### src/rtl/regfile_writeback_unit_pkg.sv
`default_nettype none
// ============================================================================
// Module      : regfile_writeback_unit_pkg
// Description : Shared definitions for the register-file writeback unit.
//               Holds the default data/address widths and FIFO depth, the
//               register-zero constant, and the {rd, data} entry type used
//               for queued load returns.
// Revision    : 1.0 - initial release
// ============================================================================
package regfile_writeback_unit_pkg;

  localparam int c_WIDTH  = 32;
  localparam int c_ADDR_W = 5;
  localparam int c_DEPTH  = 4;

  // x0 is hard-wired to zero; writes to it are discarded.
  localparam logic [c_ADDR_W-1:0] c_REG_ZERO = '0;

  // One queued load return at the default widths.
  typedef struct packed {
    logic [c_ADDR_W-1:0] rd;
    logic [c_WIDTH-1:0]  data;
  } wbu_entry_t;

endpackage
`default_nettype wire

### src/rtl/regfile_writeback_unit_fifo.sv
`default_nettype none
// ============================================================================
// Module      : wbu_fifo
// Description : DEPTH-entry synchronous FIFO for load returns. Exposes every
//               slot's rd and a per-slot valid bit so the owner can compare
//               pending destinations without popping.
// Ports       : clk, rst (async, active-low)
//               push/push_rd/push_data : enqueue (ignored when full)
//               pop                    : dequeue head (ignored when empty)
//               head_rd/head_data      : current head entry
//               cnt/full/empty         : occupancy
//               ent_rd/ent_vld         : per-slot rd and valid flags
// Revision    : 1.0 - initial release
// ============================================================================
module wbu_fifo
  import regfile_writeback_unit_pkg::*;
#(
  parameter int WIDTH  = c_WIDTH,
  parameter int ADDR_W = c_ADDR_W,
  parameter int DEPTH  = c_DEPTH,
  localparam int PTR_W = $clog2(DEPTH),
  localparam int CNT_W = PTR_W + 1
) (
  input  logic                     clk,
  input  logic                     rst,
  input  logic                     push,
  input  logic [ADDR_W-1:0]        push_rd,
  input  logic [WIDTH-1:0]         push_data,
  input  logic                     pop,
  output logic [ADDR_W-1:0]        head_rd,
  output logic [WIDTH-1:0]         head_data,
  output logic [CNT_W-1:0]         cnt,
  output logic                     full,
  output logic                     empty,
  output logic [DEPTH*ADDR_W-1:0]  ent_rd,
  output logic [DEPTH-1:0]         ent_vld
);

  logic [ADDR_W-1:0] r_rd   [DEPTH];
  logic [WIDTH-1:0]  r_data [DEPTH];
  logic [DEPTH-1:0]  r_vld;
  logic [PTR_W-1:0]  r_wptr;
  logic [PTR_W-1:0]  r_rptr;
  logic [CNT_W-1:0]  r_cnt;

  logic w_push;
  logic w_pop;

  assign full   = (r_cnt == CNT_W'(DEPTH));
  assign empty  = (r_cnt == '0);
  assign w_push = push && !full;
  assign w_pop  = pop && !empty;

  assign cnt       = r_cnt;
  assign head_rd   = r_rd[r_rptr];
  assign head_data = r_data[r_rptr];
  assign ent_vld   = r_vld;

  // Pointers are PTR_W bits wide and DEPTH is a power of two, so the natural
  // overflow of the increment provides the modulo-DEPTH wrap.
  always_ff @(posedge clk or negedge rst) begin
    if (!rst) begin
      r_wptr <= '0;
      r_rptr <= '0;
      r_cnt  <= '0;
    end else begin
      if (w_push) r_wptr <= r_wptr + 1'b1;
      if (w_pop)  r_rptr <= r_rptr + 1'b1;
      case ({w_push, w_pop})
        2'b10:   r_cnt <= r_cnt + 1'b1;
        2'b01:   r_cnt <= r_cnt - 1'b1;
        default: r_cnt <= r_cnt;
      endcase
    end
  end

  always_ff @(posedge clk or negedge rst) begin
    if (!rst) begin
      for (int i = 0; i < DEPTH; i++) begin
        r_rd[i]   <= '0;
        r_data[i] <= '0;
      end
    end else if (w_push) begin
      r_rd[r_wptr]   <= push_rd;
      r_data[r_wptr] <= push_data;
    end
  end

  // A slot cannot be pushed and popped in the same cycle: equal pointers
  // with a non-empty FIFO means full, which blocks the push.
  generate
    for (genvar i = 0; i < DEPTH; i++) begin : g_slot
      always_ff @(posedge clk or negedge rst) begin
        if (!rst) begin
          r_vld[i] <= 1'b0;
        end else if (w_push && (r_wptr == PTR_W'(i))) begin
          r_vld[i] <= 1'b1;
        end else if (w_pop && (r_rptr == PTR_W'(i))) begin
          r_vld[i] <= 1'b0;
        end
      end
      assign ent_rd[i*ADDR_W +: ADDR_W] = r_rd[i];
    end
  endgenerate

endmodule
`default_nettype wire

### src/rtl/regfile_writeback_unit.sv
`default_nettype none
// ============================================================================
// Module      : regfile_writeback_unit
// Description : Sole driver of the register file write port. Merges the
//               non-stallable ALU writeback stream (highest priority) with
//               the valid/ready load-return stream, buffering loads in a
//               small FIFO, and answers pending-write hazard queries.
// Ports       : clk, rst (async, active-low)
//               wb_valid/wb_rd/wb_data          : ALU result
//               ld_valid/ld_ready/ld_rd/ld_data : load return handshake
//               we_o/a_o/wd_o                   : register file WE3/A3/WD3
//               q_a1/q_a2 -> q_hit1/q_hit2      : pending-write query
//               fifo_cnt                        : load FIFO occupancy
// Revision    : 1.0 - initial release
// ============================================================================
module regfile_writeback_unit
  import regfile_writeback_unit_pkg::*;
#(
  parameter int WIDTH  = c_WIDTH,
  parameter int ADDR_W = c_ADDR_W,
  parameter int DEPTH  = c_DEPTH,
  localparam int CNT_W = $clog2(DEPTH) + 1
) (
  input  logic              clk,
  input  logic              rst,
  input  logic              wb_valid,
  input  logic [ADDR_W-1:0] wb_rd,
  input  logic [WIDTH-1:0]  wb_data,
  input  logic              ld_valid,
  output logic              ld_ready,
  input  logic [ADDR_W-1:0] ld_rd,
  input  logic [WIDTH-1:0]  ld_data,
  output logic              we_o,
  output logic [ADDR_W-1:0] a_o,
  output logic [WIDTH-1:0]  wd_o,
  input  logic [ADDR_W-1:0] q_a1,
  input  logic [ADDR_W-1:0] q_a2,
  output logic              q_hit1,
  output logic              q_hit2,
  output logic [CNT_W-1:0]  fifo_cnt
);

  localparam logic [ADDR_W-1:0] c_RZ = ADDR_W'(c_REG_ZERO);

  logic                    r_we;
  logic [ADDR_W-1:0]       r_a;
  logic [WIDTH-1:0]        r_wd;

  logic                    w_full;
  logic                    w_empty;
  logic [ADDR_W-1:0]       w_head_rd;
  logic [WIDTH-1:0]        w_head_data;
  logic [DEPTH*ADDR_W-1:0] w_ent_rd;
  logic [DEPTH-1:0]        w_ent_vld;

  logic w_wb_take;
  logic w_ld_take;
  logic w_pop;
  logic w_bypass;
  logic w_push;
  logic w_hit1;
  logic w_hit2;
  logic w_wb_pend;

  // Ready depends only on occupancy; a full FIFO refuses loads even in a
  // cycle where it pops.
  assign ld_ready  = !w_full;
  assign w_wb_take = wb_valid && (wb_rd != c_RZ);
  // Loads to x0 complete the handshake but are otherwise discarded.
  assign w_ld_take = ld_valid && ld_ready && (ld_rd != c_RZ);
  assign w_pop     = !w_wb_take && !w_empty;
  assign w_bypass  = !w_wb_take && w_empty && w_ld_take;
  assign w_push    = w_ld_take && !w_bypass;

  wbu_fifo #(
    .WIDTH  (WIDTH),
    .ADDR_W (ADDR_W),
    .DEPTH  (DEPTH)
  ) u_fifo (
    .clk       (clk),
    .rst       (rst),
    .push      (w_push),
    .push_rd   (ld_rd),
    .push_data (ld_data),
    .pop       (w_pop),
    .head_rd   (w_head_rd),
    .head_data (w_head_data),
    .cnt       (fifo_cnt),
    .full      (w_full),
    .empty     (w_empty),
    .ent_rd    (w_ent_rd),
    .ent_vld   (w_ent_vld)
  );

  always_ff @(posedge clk or negedge rst) begin
    if (!rst) begin
      r_we <= 1'b0;
      r_a  <= '0;
      r_wd <= '0;
    end else if (w_wb_take) begin
      r_we <= 1'b1;
      r_a  <= wb_rd;
      r_wd <= wb_data;
    end else if (w_pop) begin
      r_we <= 1'b1;
      r_a  <= w_head_rd;
      r_wd <= w_head_data;
    end else if (w_bypass) begin
      r_we <= 1'b1;
      r_a  <= ld_rd;
      r_wd <= ld_data;
    end else begin
      r_we <= 1'b0;
    end
  end

  assign we_o = r_we;
  assign a_o  = r_a;
  assign wd_o = r_wd;

  // A register is pending while it sits in the FIFO or is on the write port
  // awaiting the register file edge. Only registered state is consulted.
  always_comb begin
    w_hit1    = 1'b0;
    w_hit2    = 1'b0;
    w_wb_pend = 1'b0;
    for (int i = 0; i < DEPTH; i++) begin
      if (w_ent_vld[i] && (w_ent_rd[i*ADDR_W +: ADDR_W] == q_a1)) w_hit1 = 1'b1;
      if (w_ent_vld[i] && (w_ent_rd[i*ADDR_W +: ADDR_W] == q_a2)) w_hit2 = 1'b1;
      if (w_ent_vld[i] && (w_ent_rd[i*ADDR_W +: ADDR_W] == wb_rd)) w_wb_pend = 1'b1;
    end
    if (r_we && (r_a == q_a1)) w_hit1 = 1'b1;
    if (r_we && (r_a == q_a2)) w_hit2 = 1'b1;
    if (q_a1 == c_RZ) w_hit1 = 1'b0;
    if (q_a2 == c_RZ) w_hit2 = 1'b0;
  end

  assign q_hit1 = w_hit1;
  assign q_hit2 = w_hit2;

  // The hazard unit must stall an ALU write whose destination has a queued
  // load; otherwise the older load would overwrite the newer ALU value.
  a_no_alu_over_pending_load : assert property (
    @(posedge clk) disable iff (!rst) !(w_wb_take && w_wb_pend)
  );

endmodule
`default_nettype wire

### config.mk
export PLATFORM = sky130hd
export DESIGN_NAME = regfile_writeback_unit
export DESIGN_NICKNAME = d
export VERILOG_FILES = /design/src/rtl/regfile_writeback_unit_pkg.sv /design/src/rtl/regfile_writeback_unit_fifo.sv /design/src/rtl/regfile_writeback_unit.sv
export SDC_FILE = /design/constraint.sdc
export NUM_CORES = 1
export LEC_CHECK = 0
export CAP_MARGIN = 20
export CORE_MARGIN = 5
export CORE_UTILIZATION = 30
export CTS_CLUSTER_SIZE = 12
export DETAILED_ROUTE_END_ITERATION = 8
export PLACE_DENSITY = 0.6
export SLEW_MARGIN = 20
export SYNTH_ARGS = -nofsm -noshare
export SYNTH_HDL_FRONTEND = slang
export SYNTH_SLANG_ARGS = --single-unit
### constraint.sdc
create_clock -name clk -period 2.3 [get_ports clk]
set_input_delay 0.46 -clock clk [delete_from_list [all_inputs] [get_ports clk]]
set_output_delay 0.46 -clock clk [all_outputs]
set_load 0.02 [all_outputs]
Word level (Yosys, flattened, before mapping)
Cells that the tools add are included.
{"block": "totals", "register_bits": 197, "output_inout_bits": 44, "elab_cells": 133}
{"block": "op_classes", "n_addsub": 4, "order_cmp": 3, "n_eq_ne": 19, "muxes": 42, "n_bitwise": 2, "n_reduce_logical": 45}
{"cell": "32-bit 2-to-1 mux", "n": 6}
{"cell": "128-bit bitwise mux", "n": 1}
{"cell": "32-bit binary-select mux with 2-bit select", "n": 1}
{"cell": "32-bit demux with 2-bit select", "n": 1}
{"cell": "5-bit equality test", "n": 10}
{"cell": "5-bit 2-to-1 mux", "n": 6}
{"cell": "1-bit logical AND", "n": 28}
{"cell": "1-bit 2-to-1 mux", "n": 23}
{"cell": "20-bit bitwise mux", "n": 1}
{"cell": "5-bit binary-select mux with 2-bit select", "n": 1}
{"cell": "5-bit demux with 2-bit select", "n": 1}
{"cell": "2-bit equality test, second input constant", "n": 5}
{"cell": "5-bit logical NOT", "n": 2}
{"cell": "2-bit nonzero test", "n": 5}
{"cell": "5-bit nonzero test", "n": 2}
{"cell": "2-bit by 1-bit equality test with 1-bit output, second input constant", "n": 3}
{"cell": "3-bit >= comparator, second input constant", "n": 2}
{"cell": "2-bit inverter with 3-bit output", "n": 2}
{"cell": "3-bit case mux with 2 select lines", "n": 1}
{"cell": "2-bit by 1-bit adder with 2-bit output, second input constant", "n": 2}
{"cell": "1-bit logical NOT", "n": 4}
{"cell": "2-bit logical NOT", "n": 2}
{"cell": "3-bit by 1-bit adder with 3-bit output, second input constant", "n": 1}
{"cell": "3-bit equality test, second input constant", "n": 1}
{"cell": "4 further kinds", "n": 4}

Logic depth before layout (Yosys ltp)
Gate-level depths: netlist of run 1.
{"block": "depth", "ltp_word": 10, "ltp_mapped": 10, "mapped_depth_nobuf": 10}

Modules after synthesis
Synthesis of run 1 repeated with hierarchy kept, for this count alone.
{"block": "hier_totals", "cells_unflattened": 756, "area_unflattened_um2": 9950.8}
{"mod": "wbu_fifo", "instances": 1, "cells_per_inst": 417, "area_each_um2": 7040.5, "seq_area_each_um2": 3978.8}
{"mod": "regfile_writeback_unit", "instances": 1, "cells_per_inst": 339, "area_each_um2": 2910.3, "seq_area_each_um2": 950.9}

Worst setup path after synthesis of run 1
No wires, ideal clock.
{"block": "synth_timing", "path_type": "input to register", "start": "in wb_rd[1]", "end": "reg u_fifo.r_cnt[2] (netlist: u_fifo.cnt[2])", "setup_ps": 80, "arrival_ps": 2507, "required_time_ps": 2220, "path_slack_ps": -287, "path_stages": 10, "path_buffers": 1, "cell_sequence": "or4_4 -> o21ai_4 -> and2_1 -> clkbuf_1 -> ha_1 -> inv_1 -> fa_1 -> xor2_1 -> nor2_1 -> xor2_1"}
{"block": "synth_via", "elab_cells_between_ends": 14, "classes_between": "eq/ne: 2; mux: 1; reduce/logical: 11"}
{"item": "from (decl)", "line": "regfile_writeback_unit.sv:27", "source": "input logic [ADDR_W-1:0] wb_rd,"}
{"item": "5-bit nonzero test (*)", "line": "regfile_writeback_unit.sv:68", "source": "assign w_wb_take = wb_valid && (wb_rd != c_RZ);"}
{"item": "1-bit logical AND (*)", "line": "regfile_writeback_unit.sv:68"}
{"item": "1-bit logical NOT (*)", "line": "regfile_writeback_unit.sv:71", "source": "assign w_pop = !w_wb_take && !w_empty;"}
{"item": "1-bit logical AND (*)", "line": "regfile_writeback_unit.sv:71"}
{"item": "1-bit logical AND (*)", "line": "regfile_writeback_unit_fifo.sv:52", "source": "assign w_pop = pop && !empty;"}
{"item": "via u_fifo.w_pop", "line": "regfile_writeback_unit_fifo.sv:47", "source": "logic w_pop;"}
{"item": "2-bit by 1-bit equality test with 1-bit output or 2-bit equality test (tied branches)", "line": "regfile_writeback_unit_fifo.sv:69", "source": "case ({w_push, w_pop})"}
{"item": "3-bit case mux with 2 select lines or 2-bit nonzero test (tied branches)"}
{"item": "to (signal assigned)", "line": "regfile_writeback_unit_fifo.sv:70", "source": "2'b10: r_cnt <= r_cnt + 1'b1;"}
{"item": "to (signal assigned)", "line": "regfile_writeback_unit_fifo.sv:71", "source": "2'b01: r_cnt <= r_cnt - 1'b1;"}
{"item": "to (signal assigned)", "line": "regfile_writeback_unit_fifo.sv:72", "source": "default: r_cnt <= r_cnt;"}
{"item": "to (decl)", "line": "regfile_writeback_unit_fifo.sv:44", "source": "logic [CNT_W-1:0] r_cnt;"}
Mark *: on every way through the listed nets, which the timed path passes. The rest lies on a longest branch.
A chain may end at the register's enable or synchronous reset.

Worst setup path after layout of run 1
{"block": "layout_timing", "start": "reg u_fifo.r_rd (netlist bit u_fifo.ent_rd[9])", "end": "out q_hit1"}
{"block": "layout_via", "elab_chain_len": 7}
{"item": "from (decl)", "line": "regfile_writeback_unit_fifo.sv:39", "source": "logic [ADDR_W-1:0] r_rd [DEPTH];"}
{"item": "from (signal, indexed assignment)", "line": "regfile_writeback_unit_fifo.sv:84", "source": "r_rd[r_wptr] <= push_rd;"}
{"item": "5-bit equality test", "line": "regfile_writeback_unit.sv:128", "source": "if (w_ent_vld[i] && (w_ent_rd[i*ADDR_W +: ADDR_W] == q_a1)) w_hit1 = 1'b1;"}
{"item": "1-bit logical AND", "line": "regfile_writeback_unit.sv:128"}
{"item": "1-bit 2-to-1 mux (3 in series)", "line": "regfile_writeback_unit.sv:128"}
{"item": "1-bit 2-to-1 mux", "line": "regfile_writeback_unit.sv:132", "source": "if (r_we && (r_a == q_a1)) w_hit1 = 1'b1;"}
{"item": "1-bit 2-to-1 mux", "line": "regfile_writeback_unit.sv:134", "source": "if (q_a1 == c_RZ) w_hit1 = 1'b0;"}
{"item": "to (decl)", "line": "regfile_writeback_unit.sv:38", "source": "output logic q_hit1,"}
No other way between the ends.

==> results.md, run 1 <==
* GRT Total Usage at 14.3%
* Yosys reg bits at 197
* Synth Cell Area at 0.00975 mm2
* F_max at 430 MHz
* Max-slew violations at 0
* Port buffer count at 131
* Pwr Density at 1360 mW/mm2
* Max_cap viols at 0
* Std cell rows at 66
* Worst vdd ir at 533 uV
* Clock sink total at 197
* Multi-input gate area at 0.00449 mm2
* Post-DR wirelength/cell at 17.7 um
* Number of global-route vias before repair at 7,270
* Die width at 190 um
* Via count at 6,710
* I/O Pins at 132
* Initial Util at 30.2%
* Period Utilization, post-route at 101%
* Final core occ at 39.1%
* Worst-path clk slew at 0.07 ns
* Slew margin rel. at 64.4%
* Most common cell after layout, fill and taps aside: dfrtp_1
* Root Buffer: clkbuf_16
* Post-synth EDFFs at 0
* Total Routed Length at 24,900 um
* Initial antenna violation count at 0
* Worst setup SP type: flop
* Number of CTS-inserted buffers at 17
* Met1 usage at 18.4%
* RSZ-0062 raised after global routing: yes
* Post-synth top area share at 50.6%
* First DRT Iteration DRCs at 290
* Number of hold violations in the final report at 0
* Met2 Usage GRT at 24.4%
* Post-Syn Instances at 794
* Place WS at -0.681 ns
* Endpoint class of the critical path: output port
* Status: complete, but fails checks
* H-tree lvl count at 4
* GR peak layer: met2
* Skew final at 0.00908 ns
* Die Height at 190 um
* Setup CP Type: flop to output port
* Drt pass-1 iters at 4
* CORE AREA at 0.0323 mm2
* Post-layout min period at 2.33 ns
* Worst hold path type: input pin to flop
* Commonest non-fill, non-tap cells in the layout: dfrtp_1, clkdlybuf4s50_1, nand2_1
* Antenna Nets Post-Route at 0
* Maximum buffer depth of the clock tree at 2
* LEAKAGE at 5.35 nW
* Least-Margin Pin Slew at 0.534 ns
* Setup TNS at -0.0280 ns
* Share of cells above drive strength 1 at 25.1%
* Die area at 0.0362 mm2
* Final net count at 1,054
* Register area share after synthesis at 50.6%
* Failing checks: setup timing
* # fillers at 3,143
* Register area at 0.00494 mm2
* Final global-route overflow total at 0
* Avg Cell Area, Syn at 12.3 um2
* Asr flop ratio synth at 100%
* Via/cell ratio at 4.76
* First-pass GRT wire length at 40,500 um
* Synth top area cells: dfrtp_1, mux2_1, mux4_2
* Final setup violation count at 2
* Final worst slack at -0.0251 ns
* CTS tree: yes
* Diode count at 0
* Yosys synthesis warning count at 0
* DPL Wire Length at 17,100 um
* Post-Synthesis Net Count at 892
* RePlAce Congestion at 0.862
* Clock Latency Late Sink at 0.45 ns
* Top_reg_cell synth: dfrtp_1
* Critical Path RT at 1.84 ns
* DRC at 0
* CP max FO at 4
* Crit path DAT at 1.87 ns
* Synth area leader: dfrtp_1
* M3 GR Usage at 3.70%
* Synth cell types at 35
* Largest net degree at the start of global routing at 54
* Synthesis-to-layout area growth at 29.4%
[sequential cells by signal (all words and copies together) (netlist names)]
name / flops
u_fifo.ent_rd: 20
u_fifo.r_wptr: 2
u_fifo.r_rptr: 2
u_fifo.cnt: 3
u_fifo.ent_vld: 4
u_fifo.r_data: 128
we_o: 1
a_o: 5
wd_o: 32
[through the flow]
step / area, um2 / hold WS, ns / total power [W] / cells
3_3_place_gp: 12000 / 0.470 / 0.0142 / 1373
3_5_place_dp: 12000 / 0.475 / 0.0144 / 1373
2_1_floorplan: 9780 / 0.164 / 0.0115 / 794
5_1_grt: 12600 / 0.393 / 0.0184 / 1411
6_report: 12600 / 0.387 / 0.0172 / 1411
4_1_cts: 12500 / 0.491 / 0.0174 / 1409
[cells in the mapped netlist (2+ instances only)]
cell type / count
buf_1: 6
buf_2: 9
buf_6: 9
a21oi_1: 39
nand3_1: 51
nand2_2: 4
a32oi_1: 2
mux2_2: 72
dfrtp_1: 197
o21ai_0: 38
inv_1: 8
nor2_1: 38
xor2_1: 42
or4_1: 3
clkbuf_1: 28
xnor2_1: 13
mux2_1: 76
buf_4: 4
buf_8: 3
o22a_1: 2
nand2_1: 83
mux4_2: 37
ha_1: 9
nor4_1: 10
[power breakdown]
group          total, W  switching (W)  internal [W]
registers       0.00637        0.00110       0.00526
clock network   0.00290        0.00145       0.00145
logic           0.00790        0.00355       0.00435
total            0.0172        0.00610        0.0111
[worst paths after layout]
| kind | cells after the start | slack, ns | start | end |
|---|---|---|---|---|
| max reg2reg | 10 | 0.18 | u_fifo.cnt[1]$_DFFE_PN0P_ | u_fifo.cnt[2]$_DFFE_PN0P_ |
| max in group asynchronous | 3 | 1.02 | rst | u_fifo.r_rptr[0]$_DFFE_PN0P_ |
| min | 3 | 0.39 | wb_rd[2] | a_o[2]$_DFFE_PN0P_ |
| max | 6 | -0.03 | u_fifo.ent_rd[9]$_DFFE_PN0P_ | q_hit1 |
| min reg2reg | 1 | 0.49 | u_fifo.r_data[55]$_DFFE_PN0P_ | u_fifo.r_data[55]$_DFFE_PN0P_ |
| min in group asynchronous | 2 | 0.56 | rst | wd_o[2]$_DFFE_PN0P_ |
[metal layers]
| metal | routed length (um) | vias to the layer above |
|---|---|---|
| li1 | - | 3139 |
| met4 | 270 | 0 |
| met5 | 0 | - |
| met2 | 12600 | 138 |
| met3 | 1010 | 24 |
| met1 | 11000 | 3409 |
[kinds of logic (layout without fill, tap and decap cells)]
family | after synthesis | count (layout) | share of synthesized area (%)
xor gates and xnor gates | 55 | 55 | 4.94
buffers and inverters | 68 | 243 | 3.93
AOI/OAI and AO/OA | 84 | 84 | 4.70
muxes | 185 | 185 | 25.6
DFF | 197 | 197 | 50.6
adders and majority gates | 10 | 10 | 1.36
and+or+nand+nor | 195 | 195 | 8.86
[critical path, stage by stage, from the launching register on]
cell	delay [ns]
dfrtp_1	0.46
xor2_1	0.19
nor4_1	0.26
nand3_1	0.11
nand2_1	0.09
o22a_1	0.18
buf_6	0.13
[cell type report]
| class | count | area share (%) |
|---|---|---|
| clock buffers | 19 | 3.51 |
| flip-flops and latches | 197 | 39.2 |
| well taps | 442 | 4.38 |
| inverters | 9 | 0.268 |
| repair buffers | 202 | 16.2 |
| multi-input cells | 529 | 35.6 |
| clock inverters | 13 | 0.883 |
[timing repair]
| item | 4_1_cts | 5_1_grt |
|---|---|---|
| gates resized for setup | 26 | 18 |
| endpoints found under the hold margin | 43 | 0 |
| buffers inserted | 3 | 2 |
| pin swaps | 11 | 18 |
| hold buffers | 1 | 0 |
| setup endpoints to repair | 38 | 77 |
Power figures use the tool's default switching activity.
==> run 2, diff against run 1 <==
- GPL_ROUTABILITY_DRIVEN: unset -> 0
- SKIP_LAST_GASP: unset -> 1
==> results of run 2 <==
Final layout, timing and power as in run 1 (identical DEF).
Among the figures that moved: number of gates resized after CTS 26 -> 24
==> run 3, diff against run 2 <==
- CTS_BUF_LIST: unset -> sky130_fd_sc_hd__clkbuf_16
- SLEW_MARGIN: 20 -> 10
==> run 3 against run 2 <==
The flow still finishes with violations (setup timing). Non-clock buffer count stayed put. Maximum frequency unchanged. Combinational power hardly changed. Critical endpoint unchanged. First-iteration DRC count down 1.7%. Critical path depth unchanged. Clock power decreased by 1%. Critical path type unchanged. Count of clock-buffer cells in the layout shrank 2. Clock skew barely moved.
==> results.md, run 3 (same netlist as run 1, synthesis figures left out) <==
* DRC at 0 (unchanged)
* Cell count after placement at 1,373 (unchanged)
* Max reg flops at 128 (unchanged)
* Failing checks: setup timing (unchanged)
* Overall power at 0.0171 W (was 0.0172 W)
* Pwr Density at 1360 mW/mm2 (about the same)
* Final setup violation count at 2 (unchanged)
* Die Height at 190 um (unchanged)
* Final net count at 1,054 (unchanged)
* Max-slew violations at 0 (unchanged)
* CP max stage cell: dfrtp_1 (unchanged)
* Largest net degree at the start of global routing at 54 (unchanged)
* Number of CTS-inserted buffers at 17 (unchanged)
* Worst-path clk slew at 0.07 ns (about the same)
* Crit path DAT at 1.87 ns (about the same)
* Worst vdd ir at 533 uV (about the same)
* Top delay family on crit path: flip-flops (unchanged)
* Clock Latency Late Sink at 0.45 ns (about the same)
* CORE AREA at 0.0323 mm2 (unchanged)
* Hold Path Depth at 3 (unchanged)
* Antenna Nets Post-Route at 0 (unchanged)
* Critical path, cell by cell: xor2_1 > nor4_1 > nand3_1 > nand2_1 > o22a_1 > buf_6 (unchanged)
* Endpoint class of the critical path: output port (unchanged)
* Clock sink total at 197 (unchanged)
* H-tree lvl count at 4 (unchanged)
* Via count at 6,710 (unchanged)
* Cell Area, Placed at 0.0120 mm2 (unchanged)
* Worst hold path type: input pin to flop (unchanged)
* Worst setup SP type: flop (unchanged)
* Largest Register: u_fifo.r_data (unchanged)
* Root Buffer: clkbuf_16 (unchanged)
* Initial antenna violation count at 0 (unchanged)
* Reg2reg setup slack at 0.18 ns (about the same)
* LEAKAGE at 5.35 nW (about the same)
* Critical Path RT at 1.84 ns (about the same)
* Commonest non-fill, non-tap cells in the layout: dfrtp_1, clkdlybuf4s50_1, nand2_1 (unchanged)
* Share of cells above drive strength 1 at 25.0% (was 25.1%)
* Final worst slack at -0.0251 ns (about the same)
* Post-DR wirelength/cell at 17.7 um (about the same)
* First-pass GRT wire length at 40,500 um (unchanged)
* Die width at 190 um (unchanged)
* RSZ-0062 raised after global routing: yes (unchanged)
* Number of hold violations in the final report at 0 (unchanged)
* Final Cell Area at 0.0126 mm2 (about the same)
* I/O Pins at 132 (unchanged)
* Post-layout min period at 2.33 ns (about the same)
* Std cell rows at 66 (unchanged)
* WP depth at 6 (unchanged)
* Drt pass-1 iters at 4 (unchanged)
* Initial Util at 30.2% (unchanged)
* Least-Margin Pin Slew at 0.534 ns (unchanged)
* Most common cell after layout, fill and taps aside: dfrtp_1 (unchanged)
* Slew margin rel. at 64.4% (unchanged)
* Setup CP Type: flop to output port (unchanged)
* Maximum buffer depth of the clock tree at 2 (unchanged)
* Non-Filler Instances at 1,411 (unchanged)
* Synthesis-to-layout area growth at 29.3% (was 29.4%)
* DPL Wire Length at 17,100 um (unchanged)
* Number of global-route vias before repair at 7,270 (unchanged)
* Diode count at 0 (unchanged)
* CP max FO at 4 (unchanged)
* Skew final at 0.00929 ns (was 0.00908 ns)
* Status: complete, but fails checks (unchanged)
* Period Utilization, post-route at 101% (about the same)
* Slowest cell delay on critical path at 0.46 ns (about the same)
* WP buf/inv at 1 (unchanged)
* F_max at 430 MHz (unchanged)
* Max_cap viols at 0 (unchanged)
* CTS tree: yes (unchanged)
* First DRT Iteration DRCs at 285 (was 290)
* Final global-route overflow total at 0 (unchanged)
* R2R depth at 10 (unchanged)
* Port buffer count at 131 (unchanged)
* Total Routed Length at 24,900 um (about the same)
* Die area at 0.0362 mm2 (unchanged)
* GRT Total Usage at 14.3% (unchanged)
* Via/cell ratio at 4.76 (unchanged)
## run 3: final timing paths
kind	from	endpoint
worst max-delay path	u_fifo.ent_rd[9]$_DFFE_PN0P_	q_hit1
worst min-delay path	wb_rd[2]	a_o[2]$_DFFE_PN0P_
worst max register to register	u_fifo.cnt[1]$_DFFE_PN0P_	u_fifo.cnt[2]$_DFFE_PN0P_
worst min register to register	u_fifo.r_data[55]$_DFFE_PN0P_	u_fifo.r_data[55]$_DFFE_PN0P_
max in group asynchronous	rst	u_fifo.r_rptr[0]$_DFFE_PN0P_
min in group asynchronous	rst	wd_o[2]$_DFFE_PN0P_
## run 3: repair_timing
item | 4_1_cts | 5_1_grt
hold buffers | 1 | 0
hold endpoints to repair | 43 | 0
setup endpoints to repair | 38 | 77
pin swaps | 11 | 18
cloned | 0 | 0
resized for setup | 24 | 20
setup buffers | 3 | 2
## run 3: layout make-up
cell class,instances,area (um2)
clock buffer,17,425
clock inverter,15,119
fill,3144,19700
inverter,9,33.8
multi-input combinational,529,4490
sequential,197,4940
tap,442,553
timing repair buffer,202,2040
## run 3: per-stage QoR
stage	util [%]	setup WS, ns	hold WS, ns	TNS, ns
final	39.0	-0.0251	0.387	-0.0280
after global routing	39.0	-0.156	0.393	-0.270
after CTS	38.8	-0.0858	0.491	-0.105
after detailed placement	37.0	-0.681	0.475	-86.55
after global placement	37.0	-0.693	0.470	-85.66
after floorplan	-	-0.143	0.164	-0.166
## run 3: worst reg2reg max path, cell delays in order, from the launching register on
cell,delay [ns]
dfrtp_1,0.39
or3b_2,0.51
o211ai_2,0.11
a21oi_2,0.06
inv_2,0.07
ha_4,0.13
inv_2,0.03
fa_2,0.32
xor2_1,0.14
nor2_1,0.13
xor2_1,0.15
## run 3: layer usage
| metal | track usage [%] | part of all wire, % | up-vias |
|---|---|---|---|
| met5 | 0 | 0 | - |
| li1 | - | - | 3139 |
| met1 | 18.4 | 44 | 3409 |
| met4 | 3.34 | 1.1 | 0 |
| met3 | 3.70 | 4.1 | 24 |
| met2 | 24.4 | 51 | 138 |
## run 3: where the power goes
group          switching, W  total, W  internal (W)  leakage [nW]
combinational       0.00355   0.00790       0.00435          2.76
sequential          0.00110   0.00637       0.00526          2.32
clock               0.00145   0.00286       0.00141         0.264
